$ cat config.mk
export PLATFORM = sky130hd
export DESIGN_NAME = uart_mem_cmd
export DESIGN_NICKNAME = d
export VERILOG_FILES = /design/src/rtl/uart_mem_cmd_pkg.sv /design/src/rtl/uart_mem_txser.sv /design/src/rtl/uart_mem_cmd.sv
export SDC_FILE = /design/constraint.sdc
export NUM_CORES = 1
export LEC_CHECK = 0
export BUFFER_PORTS_ARGS = -buffer_cell sky130_fd_sc_hd__buf_2
export CORE_ASPECT_RATIO = 1.4
export CORE_MARGIN = 1
export CORE_UTILIZATION = 25
export DETAILED_ROUTE_END_ITERATION = 8
export PLACE_DENSITY = 0.44
export SLEW_MARGIN = 5
export SYNTH_ARGS = -nofsm -noshare
export SYNTH_HDL_FRONTEND = slang
export SYNTH_SLANG_ARGS = --single-unit
$ cat constraint.sdc
create_clock -name clk -period 5.79 [get_ports clk]
set_clock_uncertainty 0.1 [all_clocks]
set_input_delay 0.2895 -clock clk [delete_from_list [all_inputs] [get_ports clk]]
set_output_delay 0.2895 -clock clk [all_outputs]
set_load 0.005 [all_outputs]
$ cat src/rtl/uart_mem_cmd_pkg.sv
// Shared constants for the uart memory command engine: opcodes, reply
// bytes, FSM state encoding and sticky error bit positions.
package uart_mem_cmd_pkg;

    // Host opcodes
    localparam logic [7:0] OP_W = 8'h57;   // single write
    localparam logic [7:0] OP_R = 8'h52;   // single read
    localparam logic [7:0] OP_B = 8'h42;   // burst read
    localparam logic [7:0] OP_F = 8'h46;   // block fill

    // Status replies
    localparam logic [7:0] ACK = 8'h06;
    localparam logic [7:0] NAK = 8'h15;

    // Main FSM states. TX covers the whole serialiser handshake; the
    // serialiser itself owns the send/wait-for-busy sub-sequence.
    localparam logic [2:0] S_IDLE    = 3'd0;
    localparam logic [2:0] S_ARG     = 3'd1;
    localparam logic [2:0] S_WRITE   = 3'd2;
    localparam logic [2:0] S_RD_WAIT = 3'd3;
    localparam logic [2:0] S_TX      = 3'd4;
    localparam logic [2:0] S_RESP    = 3'd5;

    // Sticky error flag positions
    localparam int ERR_OP  = 0;   // unknown opcode
    localparam int ERR_OVR = 1;   // byte arrived while not accepting
    localparam int ERR_TO  = 2;   // inter-byte timeout inside a command

    function automatic logic op_valid(input logic [7:0] b);
        return (b == OP_W) || (b == OP_R) || (b == OP_B) || (b == OP_F);
    endfunction

endpackage

$ cat src/rtl/uart_mem_txser.sv
// Byte serialiser: takes a word plus a byte count and pushes the bytes out
// MSB first over the tx_send/tx_busy handshake, pulsing done after the last
// byte has left the transmitter.
module uart_mem_txser #(
    parameter int DATA_W = 16
) (
    input  logic              clk,
    input  logic              rst_n,
    input  logic              load,
    input  logic [DATA_W-1:0] word,
    input  logic [7:0]        nbytes,
    input  logic              tx_busy,
    output logic              tx_send,
    output logic [7:0]        tx_data,
    output logic              done
);

    localparam logic [1:0] T_IDLE = 2'd0;
    localparam logic [1:0] T_SEND = 2'd1;
    localparam logic [1:0] T_WAIT = 2'd2;

    logic [1:0]        st;
    logic [DATA_W-1:0] sh;
    logic [7:0]        left;

    // The current byte is always the top of the shift register, so it only
    // moves while the transmitter is idle and stays put while tx_busy is high.
    assign tx_data = sh[DATA_W-1 -: 8];
    assign tx_send = (st == T_SEND) && !tx_busy;

    // Send one byte, wait for the transmitter to drain, repeat until empty.
    always_ff @(posedge clk) begin
        if (!rst_n) begin
            st   <= T_IDLE;
            sh   <= '0;
            left <= '0;
            done <= 1'b0;
        end else begin
            done <= 1'b0;
            case (st)
                T_IDLE: begin
                    if (load) begin
                        sh   <= word;
                        left <= nbytes;
                        st   <= T_SEND;
                    end
                end
                T_SEND: begin
                    if (!tx_busy) st <= T_WAIT;
                end
                T_WAIT: begin
                    if (!tx_busy) begin
                        if (left == 8'd1) begin
                            done <= 1'b1;
                            st   <= T_IDLE;
                        end else begin
                            left <= left - 8'd1;
                            sh   <= sh << 8;
                            st   <= T_SEND;
                        end
                    end
                end
                default: st <= T_IDLE;
            endcase
        end
    end

endmodule

$ cat src/rtl/uart_mem_cmd.sv
// Host-driven command engine between a byte uart and a single-port word
// memory: single write, single read, burst read and block fill, with
// sticky error flags for bad opcodes, overruns and inter-byte timeouts.
module uart_mem_cmd
    import uart_mem_cmd_pkg::*;
#(
    parameter int ADDR_W      = 14,
    parameter int DATA_W      = 16,
    parameter int RD_LAT      = 1,
    parameter int TIMEOUT_CYC = 400000
) (
    input  logic              clk,
    input  logic              rst_n,
    input  logic              rx_valid,
    input  logic [7:0]        rx_data,
    output logic              tx_send,
    output logic [7:0]        tx_data,
    input  logic              tx_busy,
    output logic [ADDR_W-1:0] mem_addr,
    output logic [DATA_W-1:0] mem_wdata,
    output logic              mem_wren,
    input  logic [DATA_W-1:0] mem_rdata,
    output logic              busy,
    output logic [2:0]        err
);

    localparam int AB = (ADDR_W + 7) / 8;
    localparam int DB = DATA_W / 8;
    localparam int TW = $clog2(TIMEOUT_CYC + 1);
    localparam logic [TW-1:0] TO_LAST = TW'(TIMEOUT_CYC - 1);

    logic [2:0]    st;
    logic [7:0]    op;
    logic [7:0]    bcnt;      // argument byte index within the command
    logic [8:0]    cnt;       // words left to write or read (1..256)
    logic [2:0]    rdc;       // read latency counter
    logic [TW-1:0] tcnt;      // idle cycles since the last argument byte
    logic          resp;      // TX is carrying a status byte, not data
    logic [7:0]    status;
    logic [7:0]    arg_last;
    logic          has_cnt;
    logic          expire;

    logic              ser_load;
    logic [DATA_W-1:0] ser_word;
    logic [7:0]        ser_nbytes;
    logic              ser_done;

    assign busy    = (st != S_IDLE);
    assign has_cnt = (op == OP_B) || (op == OP_F);
    assign expire  = (st == S_ARG) && (tcnt == TO_LAST);

    // Serialiser is fed either a status byte (top-aligned) or the read word
    // once the memory latency has elapsed.
    assign ser_load   = (st == S_RESP) || ((st == S_RD_WAIT) && (rdc == 3'(RD_LAT)));
    assign ser_word   = (st == S_RESP) ? (DATA_W'(status) << (DATA_W - 8)) : mem_rdata;
    assign ser_nbytes = (st == S_RESP) ? 8'd1 : 8'(DB);

    // Index of the final argument byte for the opcode being collected.
    always_comb begin
        arg_last = 8'(AB - 1);
        case (op)
            OP_W:    arg_last = 8'(AB + DB - 1);
            OP_B:    arg_last = 8'(AB);
            OP_F:    arg_last = 8'(AB + DB);
            default: arg_last = 8'(AB - 1);
        endcase
    end

    // Command decode, argument collection, memory sequencing and error flags.
    always_ff @(posedge clk) begin
        if (!rst_n) begin
            st        <= S_IDLE;
            op        <= '0;
            bcnt      <= '0;
            cnt       <= '0;
            rdc       <= '0;
            tcnt      <= '0;
            resp      <= 1'b0;
            status    <= '0;
            mem_addr  <= '0;
            mem_wdata <= '0;
            mem_wren  <= 1'b0;
            err       <= '0;
        end else begin
            // Bytes are only accepted while decoding; anything else is lost,
            // including a byte that collides with the timeout.
            if (rx_valid && (!((st == S_IDLE) || (st == S_ARG)) || expire))
                err[ERR_OVR] <= 1'b1;

            case (st)
                S_IDLE: begin
                    bcnt <= '0;
                    tcnt <= '0;
                    resp <= 1'b0;
                    if (rx_valid) begin
                        op <= rx_data;
                        if (op_valid(rx_data)) begin
                            st <= S_ARG;
                        end else begin
                            err[ERR_OP] <= 1'b1;
                            status      <= NAK;
                            st          <= S_RESP;
                        end
                    end
                end

                S_ARG: begin
                    if (expire) begin
                        err[ERR_TO] <= 1'b1;
                        status      <= NAK;
                        st          <= S_RESP;
                    end else if (rx_valid) begin
                        tcnt <= '0;
                        // Shifting MSB-first into the register also masks
                        // the address to ADDR_W bits.
                        if (bcnt < 8'(AB))
                            mem_addr <= ADDR_W'({mem_addr, rx_data});
                        else if (has_cnt && (bcnt == 8'(AB)))
                            cnt <= (rx_data == 8'd0) ? 9'd256 : {1'b0, rx_data};
                        else
                            mem_wdata <= DATA_W'({mem_wdata, rx_data});

                        if (bcnt == arg_last) begin
                            case (op)
                                OP_W: begin
                                    cnt      <= 9'd1;
                                    mem_wren <= 1'b1;
                                    st       <= S_WRITE;
                                end
                                OP_F: begin
                                    mem_wren <= 1'b1;
                                    st       <= S_WRITE;
                                end
                                OP_R: begin
                                    cnt <= 9'd1;
                                    rdc <= '0;
                                    st  <= S_RD_WAIT;
                                end
                                default: begin
                                    rdc <= '0;
                                    st  <= S_RD_WAIT;
                                end
                            endcase
                        end else begin
                            bcnt <= bcnt + 8'd1;
                        end
                    end else begin
                        tcnt <= tcnt + TW'(1);
                    end
                end

                S_WRITE: begin
                    cnt <= cnt - 9'd1;
                    if (cnt == 9'd1) begin
                        mem_wren <= 1'b0;
                        status   <= ACK;
                        st       <= S_RESP;
                    end else begin
                        mem_addr <= mem_addr + ADDR_W'(1);
                    end
                end

                S_RD_WAIT: begin
                    if (rdc == 3'(RD_LAT)) st <= S_TX;
                    else                   rdc <= rdc + 3'd1;
                end

                S_TX: begin
                    if (ser_done) begin
                        if (resp || (cnt == 9'd1)) begin
                            st <= S_IDLE;
                        end else begin
                            cnt      <= cnt - 9'd1;
                            mem_addr <= mem_addr + ADDR_W'(1);
                            rdc      <= '0;
                            st       <= S_RD_WAIT;
                        end
                    end
                end

                S_RESP: begin
                    resp <= 1'b1;
                    st   <= S_TX;
                end

                default: st <= S_IDLE;
            endcase
        end
    end

    uart_mem_txser #(.DATA_W(DATA_W)) u_txser (
        .clk     (clk),
        .rst_n   (rst_n),
        .load    (ser_load),
        .word    (ser_word),
        .nbytes  (ser_nbytes),
        .tx_busy (tx_busy),
        .tx_send (tx_send),
        .tx_data (tx_data),
        .done    (ser_done)
    );

endmodule

# == Yosys cells after proc, flatten, opt, wreduce, memory -nomap -nowiden ==
# Cells that the tools add are included.
# classes
n_reduce_logical,43
eq_ne,43
n_bitwise,6
n_mux,72
n_lt_le_gt_ge,1
n_addsub,6
# op_table
cell,count
14-bit two-way mux,6
9-bit two-way mux,9
8-bit two-way mux,10
8-bit by 7-bit equality test with 1-bit output (second input constant),8
16-bit two-way mux,4
3-bit two-way mux,15
14-bit case mux with 3 select lines,1
19-bit two-way mux,2
19-bit case mux with 2 select lines,1
2-bit inequality test (second input constant),16
16-bit case mux with 2 select lines,1
8-bit case mux with 2 select lines,2
9-bit case mux with 3 select lines,1
8-bit case mux with 3 select lines,1
19-bit by 1-bit adder with 19-bit output (second input constant),1
19-bit equality test (second input constant),1
3-bit case mux with 3 select lines,2
3-bit case mux with 6 select lines,1
5-bit AND reduction,3
14-bit by 1-bit adder with 14-bit output (second input constant),1
6-bit AND reduction,2
3-bit nonzero test,4
2-bit two-way mux,5
9-bit by 1-bit equality test with 1-bit output (second input constant),1
34 further kinds,73
# word_totals
inputBits,28
output_inout_bits,44
elab_cells,189
ff_bits,120

# == Depth between registers and ports, before layout ==
# Gate-level depths: netlist of the first run.
# logic_depth
ltp_word,10
depth_mapped,10

# == Cells and area by module ==
# From an unflattened synthesis of the first run, not the netlist that was laid out.
# unflattened
cells_unflattened,816
hier_area_um2,6454.9
# by_module_without_submodules
mod,area_each_um2,cells_per_inst,seq_area_each_um2,n_inst
uart_mem_cmd,5042.3,641,1761.7,1
uart_mem_txser,1412.6,175,540.5,1

# == Worst setup path after synthesis of the first run ==
# Ideal clock, no wire load.
# synth_timing
kind,reg2reg
startpoint,reg op[4]
endpoint,reg cnt[8]
setup_ns,0.120
n_path_buf,0
period_less_slack_ns,2.799
setup_slack_ns,2.991
path_stages_with_launch,7
arrival_ns,2.579
path_cell_list,dfxtp_1 > or4b_4 > or4_1 > a211o_1 > o41a_1 > nor2b_1 > o31a_1
# synth_between
elab_chain_cells,10
# synth_rtl
item,line,rtl
start: declaration,uart_mem_cmd.sv:33,logic [7:0] op;
start signal: assignment,uart_mem_cmd.sv:97,op <= rx_data;
8-bit by 7-bit equality test with 1-bit output,"uart_mem_cmd.sv:50, uart_mem_cmd.sv:62",
1-bit logical OR,uart_mem_cmd.sv:50,assign has_cnt = (op == OP_B) || (op == OP_F);
1-bit logical AND,uart_mem_cmd.sv:119,else if (has_cnt && (bcnt == 8'(AB)))
9-bit two-way mux,uart_mem_cmd.sv:119,
9-bit two-way mux,uart_mem_cmd.sv:117,if (bcnt < 8'(AB))
9-bit two-way mux,uart_mem_cmd.sv:125,case (op)
9-bit two-way mux (*),uart_mem_cmd.sv:124,if (bcnt == arg_last) begin
9-bit two-way mux (*),uart_mem_cmd.sv:113,end else if (rx_valid) begin
9-bit two-way mux (*),uart_mem_cmd.sv:109,if (expire) begin
9-bit case mux with 3 select lines (*),uart_mem_cmd.sv:91,case (st)
end signal: assignment,uart_mem_cmd.sv:120,"cnt <= (rx_data == 8'd0) ? 9'd256 : {1'b0, rx_data};"
end signal: assignment,uart_mem_cmd.sv:154,cnt <= cnt - 9'd1;
end signal: assignment,uart_mem_cmd.sv:174,cnt <= cnt - 9'd1;
end: declaration,uart_mem_cmd.sv:35,logic [8:0] cnt;
# Every way passes the cells marked *; elsewhere a longest branch is shown, timed or not. The select of a mux whose other input is x is not followed.
# A chain may end at the register's enable or synchronous reset.

# == Worst setup path in the final report of the first run ==
# layout_timing
startpoint,reg st[2]
endpoint,reg mem_addr[0]
# layout_between
elab_chain_cells,4
# layout_rtl
item,line,rtl
start: declaration,uart_mem_cmd.sv:32,logic [2:0] st;
start signal: assignment,uart_mem_cmd.sv:73,st <= S_IDLE;
start signal: assignment,uart_mem_cmd.sv:99,st <= S_ARG;
start signal: assignment,uart_mem_cmd.sv:103,st <= S_RESP;
3-bit by 1-bit equality test with 1-bit output,"uart_mem_cmd.sv:51, uart_mem_cmd.sv:91",
1-bit logical AND,uart_mem_cmd.sv:51,assign expire = (st == S_ARG) && (tcnt == TO_LAST);
2-bit inequality test (no line),n/a,
7-bit AND reduction (no line),n/a,
end signal: assignment,uart_mem_cmd.sv:118,"mem_addr <= ADDR_W'({mem_addr, rx_data});"
end signal: assignment,uart_mem_cmd.sv:160,mem_addr <= mem_addr + ADDR_W'(1);
end signal: assignment,uart_mem_cmd.sv:175,mem_addr <= mem_addr + ADDR_W'(1);
end: declaration,uart_mem_cmd.sv:19,"output logic [ADDR_W-1:0] mem_addr,"
# Parallel ways exist; a longest one is shown, timed or not.

==> summary.txt, run 1 <==
STA
  – Setup Viol. Count Final: 0
  – Final hold vios: 0
  – Worst Max-Slew Pin Slew: 1119 ps
  – Setup_tns: 0 ps
  – Fin crit share: 0.5509
  – RSZ-0062 raised after global routing: no
  – Fmax: 313.5 MHz
  – Worst relative slew slack: 0.2513
  – Min Tclk post-route: 3190 ps
  – Final worst slack: 2600 ps
  – Max-slew violation count: 0

Die
  – Die Span X: 133.3 um
  – Area of the die: 0.02475 mm^2
  – Initial Util: 0.2571
  – # rows: 66
  – Core Area: 0.02345 mm^2
  – Die height: 185.8 um
  – IO Pins: 72

Logic synthesis
  – Syn_nets: 792
  – Synth cell types: 76
  – Seq cells post-synth: 115
  – EDFF count, synth: 0
  – Top_reg_cell synth: dfxtp_1
  – Ys async rst share: 0
  – Seq/Total Area, Yosys: 0.3818
  – Syn Std Cell Area: 0.006030 mm^2
  – Synth warn: 0
  – Mapped Cells: 754
  – Avg Synthesized Cell Area: 7.997 um^2

Layout
  – Ant. Diodes: 0
  – Area delta synth->final: 19.63%
  – Total Nets Final: 841
  – Share of layout cells above drive strength 1: 0.1485

Clock network
  – Clock tree buffer depth: 2
  – # H-tree levels: 4
  – CTS Sinks: 115
  – CTS clk-pin slew, worst paths: 50 ps
  – Clk_lat worst skew: 420 ps
  – CTS tree: built
  – Setup Buffers After CTS: 0
  – Root Driver: clkbuf_16
  – CTS Buf Count: 17
  – Hold buffers post-CTS: 0
  – Resized cells post-CTS: 0

Global routing
  – GRT Util Overall: 0.1445
  – Largest net degree at the start of global routing: 48
  – GR Overflow Total: 0
  – Antenna violations before repair: 0
  – First-pass GRT wire length: 28230 um
  – Vias in the first global route: 5466

Worst setup path
  – Crit. End Element: flop
  – CP startpoint kind: flop
  – CP max FO: 29
  – Worst Setup Path Type: reg -> reg
  – Crit path largest cell delay: 700 ps
  – Data arrival, critical path: 3430 ps
  – CP cell instances: clkinv_1, nor3_1, a32oi_1, a211o_1, or3_1, a31oi_1
  – Slowest CP cell: a211o_1
  – Critical Path RT: 6030 ps

Run status
  – Status: complete, no violations

Pwr
  – Worst IR Drop VDD: 0.1955 mV
  – PD cells: 417.6 mW/mm^2
  – Leakage: 2.559 nW

Routing
  – Iter 0 DRT Violations: 331
  – Via count: 5603
  – DRT Pass-1 Iters: 4
  – Vias per inst: 4.998
  – Drt drc: 0
  – Drt wl/cell: 15.44 um
  – Post-route ant nets: 0
  – Final WL: 17310 um

Place
  – GPL Wtd Cong: 0.7584
  – DP Wirelength: 12020 um
  – # port buffers: 71
  – DP Worst Slack: 2630 ps

Flow run
  – Total of max-cap violations: 0

Worst hold path
  – Hold Path Class: in -> reg
## worst max-delay path: cells and delay by family (launching register included)
family                 cells  cell delay [ps]
buffers and inverters      1              320
AOI/OAI and AO/OA          3             1170
DFF                        1              540
and+or+nand+nor            2              960
## sequential cells by signal, indices dropped and copies added (netlist names)
signal	flops
mem_addr	14
u_txser.done	1
mem_wren	1
cnt	9
u_txser.st	2
resp	1
err	3
op	8
tcnt	19
u_txser.left	8
mem_wdata	16
st	3
status	3
rdc	3
u_txser.sh	16
bcnt	8
## where the power goes
part / total, mW / internal (mW) / switching [mW]
Clock: 1.12 / 0.750 / 0.373
Combinational: 0.885 / 0.296 / 0.590
Sequential: 1.00 / 0.888 / 0.116
Total: 3.01 / 1.93 / 1.08
## metal layers
metal,track usage,vias up,part of all wire
met1,0.1690,2656,0.45
met2,0.2540,99,0.50
met4,0.04955,0,0.011
met3,0.03731,12,0.038
li1,-,2836,-
met5,0,-,0
## path summary, 6_finish.rpt
check	endpoint	from	slack, ps	cells after the start
min	u_txser.done	tx_busy	10	2
max	mem_addr[0]	st[2]	2600	6
min reg2reg	u_txser.sh[2]	u_txser.sh[2]	350	2
max reg2reg	mem_addr[0]	st[2]	2600	6
## cells in the mapped netlist (7+ instances only)
library cell,instances,area share
dfxtp_1,115,0.38
nand2_1,93,0.058
nor2_1,87,0.054
a21oi_1,66,0.055
clkbuf_1,33,0.021
nand3_1,29,0.024
o21ai_0,24,0.020
xnor2_1,24,0.035
mux2i_1,20,0.033
inv_1,19,0.012
nor3_1,19,0.016
nand4_1,16,0.017
a31oi_1,13,0.013
a211oi_1,12,0.015
or3_1,12,0.012
ha_1,10,0.021
nor2b_1,9,0.0093
nor4_1,9,0.0093
o211ai_1,9,0.011
buf_4,8,0.010
o31ai_1,7,0.0087
o32ai_1,7,0.010
or4_1,7,0.0087
## cell usage in the layout (no fill, tap or decap), types with 19 or more instances in the layout
| cell type | netlist | routed |
|---|---|---|
| nor3_1 | 19 | 19 |
| mux2i_1 | 20 | 20 |
| o21ai_0 | 24 | 23 |
| xnor2_1 | 24 | 24 |
| a21oi_1 | 66 | 66 |
| dfxtp_1 | 115 | 115 |
| nor2_1 | 87 | 87 |
| nand2_1 | 93 | 93 |
| nand3_1 | 29 | 29 |
| buf_2 | 2 | 71 |
## stage by stage
| step | instances | hold slack [ps] | cell area (um^2) | utilization | power (mW) |
|---|---|---|---|---|---|
| finish | 1121 | 12.91 | 7213 | 0.3076 | 3.013 |
| global route | 1121 | 9.999 | 7213 | 0.3076 | 3.215 |
| CTS | 1121 | 3.663 | 7213 | 0.3076 | 3.056 |
| detailed placement | 1090 | 344.8 | 6586 | 0.2808 | 1.914 |
| global placement | 1090 | 341.9 | 6586 | 0.2808 | 1.915 |
| floorplan | 754 | 266.3 | 6030 | - | 1.665 |
## area by class of cell
class	instances	area [um^2]
fill	2571	16240
multi-input combinational	572	3426
sequential	115	2302
clock buffer	22	474.2
timing repair buffer	77	400.4
tap	306	382.9
clock inverter	9	152.6
inverter	20	75.07
## cells by family (layout without fill, tap and decap cells)
logic type	count (synthesis)	count (layout)	share of synthesized area
flip-flops	115	115	0.3818
XOR/XNOR	29	29	0.04212
adder cells (fa/ha/maj)	10	10	0.02075
multiplexers	22	22	0.03694
AND/OR/NAND/NOR	318	318	0.2573
AO/OA/AOI/OAI	193	193	0.2098
buffers and inverters	67	128	0.05125
Power figures use the tool's default switching activity.
==> run 2, diff against run 1 <==
--- a/config.mk
+++ b/config.mk
@@ -5,6 +5,7 @@
 export SDC_FILE = /design/constraint.sdc
 export NUM_CORES = 1
 export LEC_CHECK = 0
+export ABC_AREA = 1
 export BUFFER_PORTS_ARGS = -buffer_cell sky130_fd_sc_hd__buf_2
 export CORE_ASPECT_RATIO = 1.4
 export CORE_MARGIN = 1
==> constraint.sdc (replaced) <==
create_clock -name clk -period 3.25 [get_ports clk]
set_clock_uncertainty 0.1 [all_clocks]
set_input_delay 0.1625 -clock clk [delete_from_list [all_inputs] [get_ports clk]]
set_output_delay 0.1625 -clock clk [all_outputs]
set_load 0.005 [all_outputs]
==> run 2 against run 1 <==
Against the previous run: synthesized area grew 6.6%; first-iteration DRC count shrank 8.5%; highest routed layer unchanged; design area grew 7.0%; critical path depth grew 6; sequential share of layout area shrank 2.1 points; clock-buffer cell count shrank 4; sequential cell count is the same; cell count grew 21%; worst setup slack lost 1600 ps; largest cell class unchanged; combinational power grew to 3.0 times the previous value; sequential power grew 93%.
==> summary.txt, run 2 <==
Run status
  – Status: complete, no violations

Logic synthesis
  – Synth area leader: dfxtp_1
  – Avg Synthesized Cell Area: 6.759 um^2
  – Ys async rst share: 0
  – EDFF count, synth: 0
  – Seq cells post-synth: 115
  – Synth warn: 0
  – Dominant cell by count in the synthesized netlist: nand2_1
  – Mapped Cells: 951
  – Syn_nets: 989
  – Top cells by area, synth: dfxtp_1 (36%), nand2_1 (11%), nor2_1 (9.2%)
  – Synth top cells by count: nand2_1 (189), nor2_1 (157), dfxtp_1 (115)
  – Top_reg_cell synth: dfxtp_1
  – Seq/Total Area, Yosys: 0.3582
  – Top-area cell type share of the netlist area: 0.3582
  – Synth cell types: 51
  – Syn Std Cell Area: 0.006427 mm^2

Die
  – Core Area: 0.02530 mm^2
  – IO Pins: 72
  – Initial Util: 0.2541
  – Area of the die: 0.02636 mm^2
  – # rows: 69
  – Die Span X: 137.5 um
  – Die height: 191.7 um

STA
  – Setup_tns: 0 ps
  – Final worst slack: 951.3 ps
  – Worst Max-Slew Pin Slew: 669.9 ps
  – Fmax: 435.0 MHz
  – RSZ-0062 raised after global routing: no
  – Min Tclk post-route: 2299 ps
  – Max-slew violation count: 0
  – Final hold vios: 0
  – Fin crit share: 0.7073
  – Worst relative slew slack: 0.5534
  – Setup Viol. Count Final: 0

Layout
  – Largest register FFs: 19
  – Total Nets Final: 1061
  – Commonest non-fill, non-tap cell in the layout: nand2_1
  – Post-Layout Cell Count: 1355
  – Commonest non-fill, non-tap cells in the layout: nand2_1 (189), nor2_1 (157), dfxtp_1 (115)
  – Area delta synth->final: 20.07%
  – Share of layout cells above drive strength 1: 0.1612
  – Top Registers: tcnt x19, mem_wdata x16, u_txser.sh x16
  – Ant. Diodes: 0
  – Top reg by flops: tcnt

Clock network
  – Root Driver: clkbuf_16
  – CTS clk-pin slew, worst paths: 60 ps
  – CTS Sinks: 115
  – Setup Buffers After CTS: 0
  – CTS Buf Count: 17
  – Clock tree buffer depth: 2
  – Clk_lat worst skew: 420 ps
  – # H-tree levels: 4
  – CTS tree: built

Global routing
  – GR Overflow Total: 0
  – First-pass GRT wire length: 30160 um
  – GRT Util Overall: 0.1463
  – Largest net degree at the start of global routing: 66
  – Met2 Use GR: 0.2601
  – Met3 Resource Use GR: 0.02850
  – Vias in the first global route: 5982
  – Antenna violations before repair: 0
  – GR peak layer: met2
  – M1 GR Usage: 0.1711

Pwr
  – Gate power share: 0.408
  – Part of the power in the clock network: 0.293
  – Sw frac: 0.4225
  – Leakage: 3.315 nW
  – Worst IR Drop VDD: 0.4700 mV
  – Fraction of power consumed by sequential logic: 0.299
  – Internal cell power: 3.733 mW
  – Sw Pwr: 2.731 mW
  – PD cells: 837.6 mW/mm^2

Flow run
  – Total of max-cap violations: 0

Routing
  – Post-route ant nets: 0
  – DRT Pass-1 Iters: 5
  – Drt wl/cell: 13.31 um
  – Iter 0 DRT Violations: 303
  – Final WL: 18030 um
  – Vias per inst: 4.546
  – Via count: 6160
  – Drt drc: 0

Worst setup path
  – CP startpoint kind: flop
  – CP max FO: 17
  – Critical Path RT: 3500 ps
  – Crit. End Element: flop
  – Data arrival, critical path: 2550 ps
  – Worst Setup Path Type: reg -> reg
  – R2r worst-path depth: 12

Place
  – DP Wirelength: 12810 um
  – DP Worst Slack: 940.6 ps
  – # port buffers: 71
  – GPL Wtd Cong: 0.8255
  – Placed cells: 1309

Worst hold path
  – Hold path cells: 3
  – Hold Path Class: in -> reg
run 2: cell count changes after synthesis, moves of 12 or more:
cell	delta
inv_1	+58
inv_2	+12
nand3_1	+35
or3_1	-12
nand2_1	+96
mux2i_1	-20
nor2_1	+70
xnor2_1	-17
clkbuf_1	-23
o21ai_0	+51
a211oi_1	-12
run 2: metrics by stage:
| step | hold slack (ps) | instance area, um^2 | utilization | power [mW] |
|---|---|---|---|---|
| 3_5_place_dp | 298.3 | 6987 | 0.2762 | 4.617 |
| 6_report | 2.529 | 7717 | 0.3051 | 6.464 |
| 4_1_cts | 2.957 | 7717 | 0.3051 | 6.560 |
| 5_1_grt | 15.65 | 7717 | 0.3051 | 7.056 |
| 2_1_floorplan | 137.7 | 6427 | - | 4.062 |
| 3_3_place_gp | 300.5 | 6987 | 0.2762 | 4.621 |
run 2: critical path, cell delays in order, from the launching register on:
cell	delay [ps]
dfxtp_1	360
ha_1	200
nand3_1	200
nor2_4	190
nand3_1	100
nand2_2	170
nand2_4	160
nand2_1	90
nand2_1	50
buf_4	170
inv_1	190
o21ai_0	120
a21oi_1	120
run 2: area by class of cell:
type / count / area, um^2
clock buffers: 18 / 439.2
clock inverters: 14 / 151.4
fillers: 2794 / 17580
inverters: 91 / 349.1
multi-input cells: 708 / 3543
flip-flops and latches: 115 / 2302
well taps: 319 / 399.1
repair buffers: 90 / 533.0
run 2: power groups by stage:
stage                     Sequential [mW]  Combinational [mW]  Clock, mW
after floorplan                      1.91                2.15          0
after global placement               1.96                2.66          0
after detailed placement             1.96                2.65          0
after CTS                            1.93                2.68       1.95
after global routing                 1.98                3.07       2.01
final                                1.93                2.64       1.89
run 2: cells by family after synthesis:
| logic type | Yosys count | share of synthesized area |
|---|---|---|
| AOI/OAI and AO/OA | 185 | 0.1571 |
| and+or+nand+nor | 496 | 0.3516 |
| xor gates and xnor gates | 17 | 0.02316 |
| adders and majority gates | 10 | 0.01947 |
| buffers and inverters | 128 | 0.09052 |
| DFF | 115 | 0.3582 |
run 2: routing by layer:
metal | share of wire | wire (um)
met5 | 0 | 0
met4 | 0.014 | 259
met3 | 0.029 | 526
met2 | 0.51 | 9221
met1 | 0.44 | 8021
run 2: final timing paths:
| path | from | to | slack, ps |
|---|---|---|---|
| worst min-delay path | rx_data[3] | mem_wdata[3] | 3 |
| worst max-delay path | tcnt[0] | tcnt[12] | 950 |
| worst min register to register | err[2] | err[2] | 350 |
| worst max register to register | tcnt[0] | tcnt[12] | 950 |
run 2: what timing repair did:
item	CTS	global route
hold buffers	14	0
gates resized for setup	0	0
hold endpoints to repair	16	0
==> run 3, diff against run 2 <==
==> constraint.sdc (replaced) <==
create_clock -name clk -period 2.3 [get_ports clk]
set_clock_uncertainty 0.1 [all_clocks]
set_input_delay 0.115 -clock clk [delete_from_list [all_inputs] [get_ports clk]]
set_output_delay 0.115 -clock clk [all_outputs]
set_load 0.005 [all_outputs]
==> run 3 against run 2 <==
Against the previous run: clock-buffer cell count is 1 lower; design area rose by 4.2%; first-iteration DRC count increased by 2.6%; combinational power is 48% higher; register-to-register slack lost 710 ps; critical path depth shrank 1; largest cell class unchanged.
==> summary.txt, run 3 (synthesis results as in run 2) <==
Run status
  – Status: complete, no violations

Clock network
  – CTS tree: built
  – Clock tree buffer depth: 2
  – CTS Buf Count: 17
  – # H-tree levels: 4
  – CTS Sinks: 115
  – Root Driver: clkbuf_16
  – Clk_lat worst skew: 420 ps
  – CTS clk-pin slew, worst paths: 60 ps

Global routing
  – Largest net degree at the start of global routing: 38
  – First-pass GRT wire length: 30020 um
  – GRT Util Overall: 0.1455
  – Antenna violations before repair: 0
  – Vias in the first global route: 6011
  – GR Overflow Total: 0

Pwr
  – PD cells: 1191 mW/mm^2
  – Total power: 9.577 mW
  – Worst IR Drop VDD: 0.5853 mV
  – Leakage: 3.477 nW

Routing
  – Via count: 6251
  – Drt wl/cell: 13.26 um
  – Vias per inst: 4.513
  – DRT Pass-1 Iters: 4
  – Final WL: 18360 um
  – Drt drc: 0
  – Iter 0 DRT Violations: 311
  – Post-route ant nets: 0

Place
  – # port buffers: 71
  – DP Worst Slack: 187.8 ps
  – DP Wirelength: 13260 um
  – GPL Wtd Cong: 0.7730

STA
  – Worst Max-Slew Pin Slew: 547.4 ps
  – Min Tclk post-route: 2059 ps
  – Fin crit share: 0.8953
  – Worst relative slew slack: 0.6346
  – Final hold vios: 0
  – RSZ-0062 raised after global routing: no
  – Setup_tns: 0 ps
  – Fmax: 485.6 MHz
  – Final worst slack: 240.8 ps
  – Max-slew violation count: 0
  – Setup Viol. Count Final: 0

Layout
  – Fill cells: 2802
  – Largest register FFs: 19
  – Top Registers: tcnt x19, mem_wdata x16, u_txser.sh x16
  – Share of layout cells above drive strength 1: 0.1764
  – Total Nets Final: 1091
  – Area delta synth->final: 25.09%
  – Ant. Diodes: 0
  – Commonest non-fill, non-tap cells in the layout: nand2_1 (189), nor2_1 (157), dfxtp_1 (115)
  – Final core occ: 0.3179
  – Reg area: 0.002302 mm^2
  – Commonest non-fill, non-tap cell in the layout: nand2_1
  – Multi-input gate area: 0.003555 mm^2
  – Top reg by flops: tcnt

Die
  – Initial Util: 0.2541
  – IO Pins: 72
  – Area of the die: 0.02636 mm^2
  – Die height: 191.7 um
  – # rows: 69
  – Core Area: 0.02530 mm^2
  – Die Span X: 137.5 um

Worst setup path
  – CP max FO: 9
  – Crit. End Element: flop
  – CP startpoint kind: flop
  – Data arrival, critical path: 2280 ps
  – Critical Path RT: 2520 ps
  – Worst Setup Path Type: reg -> reg

Worst hold path
  – Hold Path Class: in -> reg

Flow run
  – Total of max-cap violations: 0
-- run 3: worst paths after layout --
path / from / endpoint / slack, ps / cells past startpoint
setup / recovery: tcnt[0] / tcnt[11] / 240 / 11
setup reg to reg: tcnt[0] / tcnt[11] / 240 / 11
hold reg to reg: err[2] / err[2] / 350 / 2
hold / removal: rx_valid / tcnt[15] / 110 / 4
-- run 3: final cells by class --
type,instances,share of cell area
multi-input combinational,708,0.4421
sequential,115,0.2863
timing repair buffer,120,0.09804
clock buffer,17,0.05291
tap,319,0.04964
inverter,91,0.04342
clock inverter,15,0.02754
-- run 3: timing repair --
item	4_1_cts	5_1_grt
setup buffers	0	2
endpoints found under the setup margin	0	6
hold endpoints to repair	36	0
gates resized for setup	0	3
hold buffers	26	0
-- run 3: stage by stage --
step	instances	hold slack, ps	instance area [um^2]
after CTS	1383	62.99	8014
after floorplan	951	90.24	6427
final	1385	105.7	8040
after detailed placement	1325	233.4	7107
after global routing	1385	117.4	8040
after global placement	1325	245.5	7107
-- run 3: layer usage --
layer,GRT usage,up-vias,share of wire
li1,-,3323,-
met3,0.02718,14,0.030
met4,0.04396,0,0.011
met2,0.2630,102,0.51
met5,0,-,0
met1,0.1704,2812,0.45
-- run 3: where the power goes --
part	total, mW	internal [mW]	switching, mW
clock network	2.95	1.85	1.09
registers	2.73	2.39	0.338
logic	3.91	1.37	2.53
total	9.58	5.61	3.96
-- run 3: worst max-delay path, cell delays in order, from the launching register on --
cell and delay [ps]:
dfxtp_1 370, ha_1 220, nand3_2 160, nor2_4 180, nand3_1 100, nand2_2 140
nand2_4 110, buf_4 200, nand2_1 110, nor2_1 80, a21oi_1 130, nor2_1 60
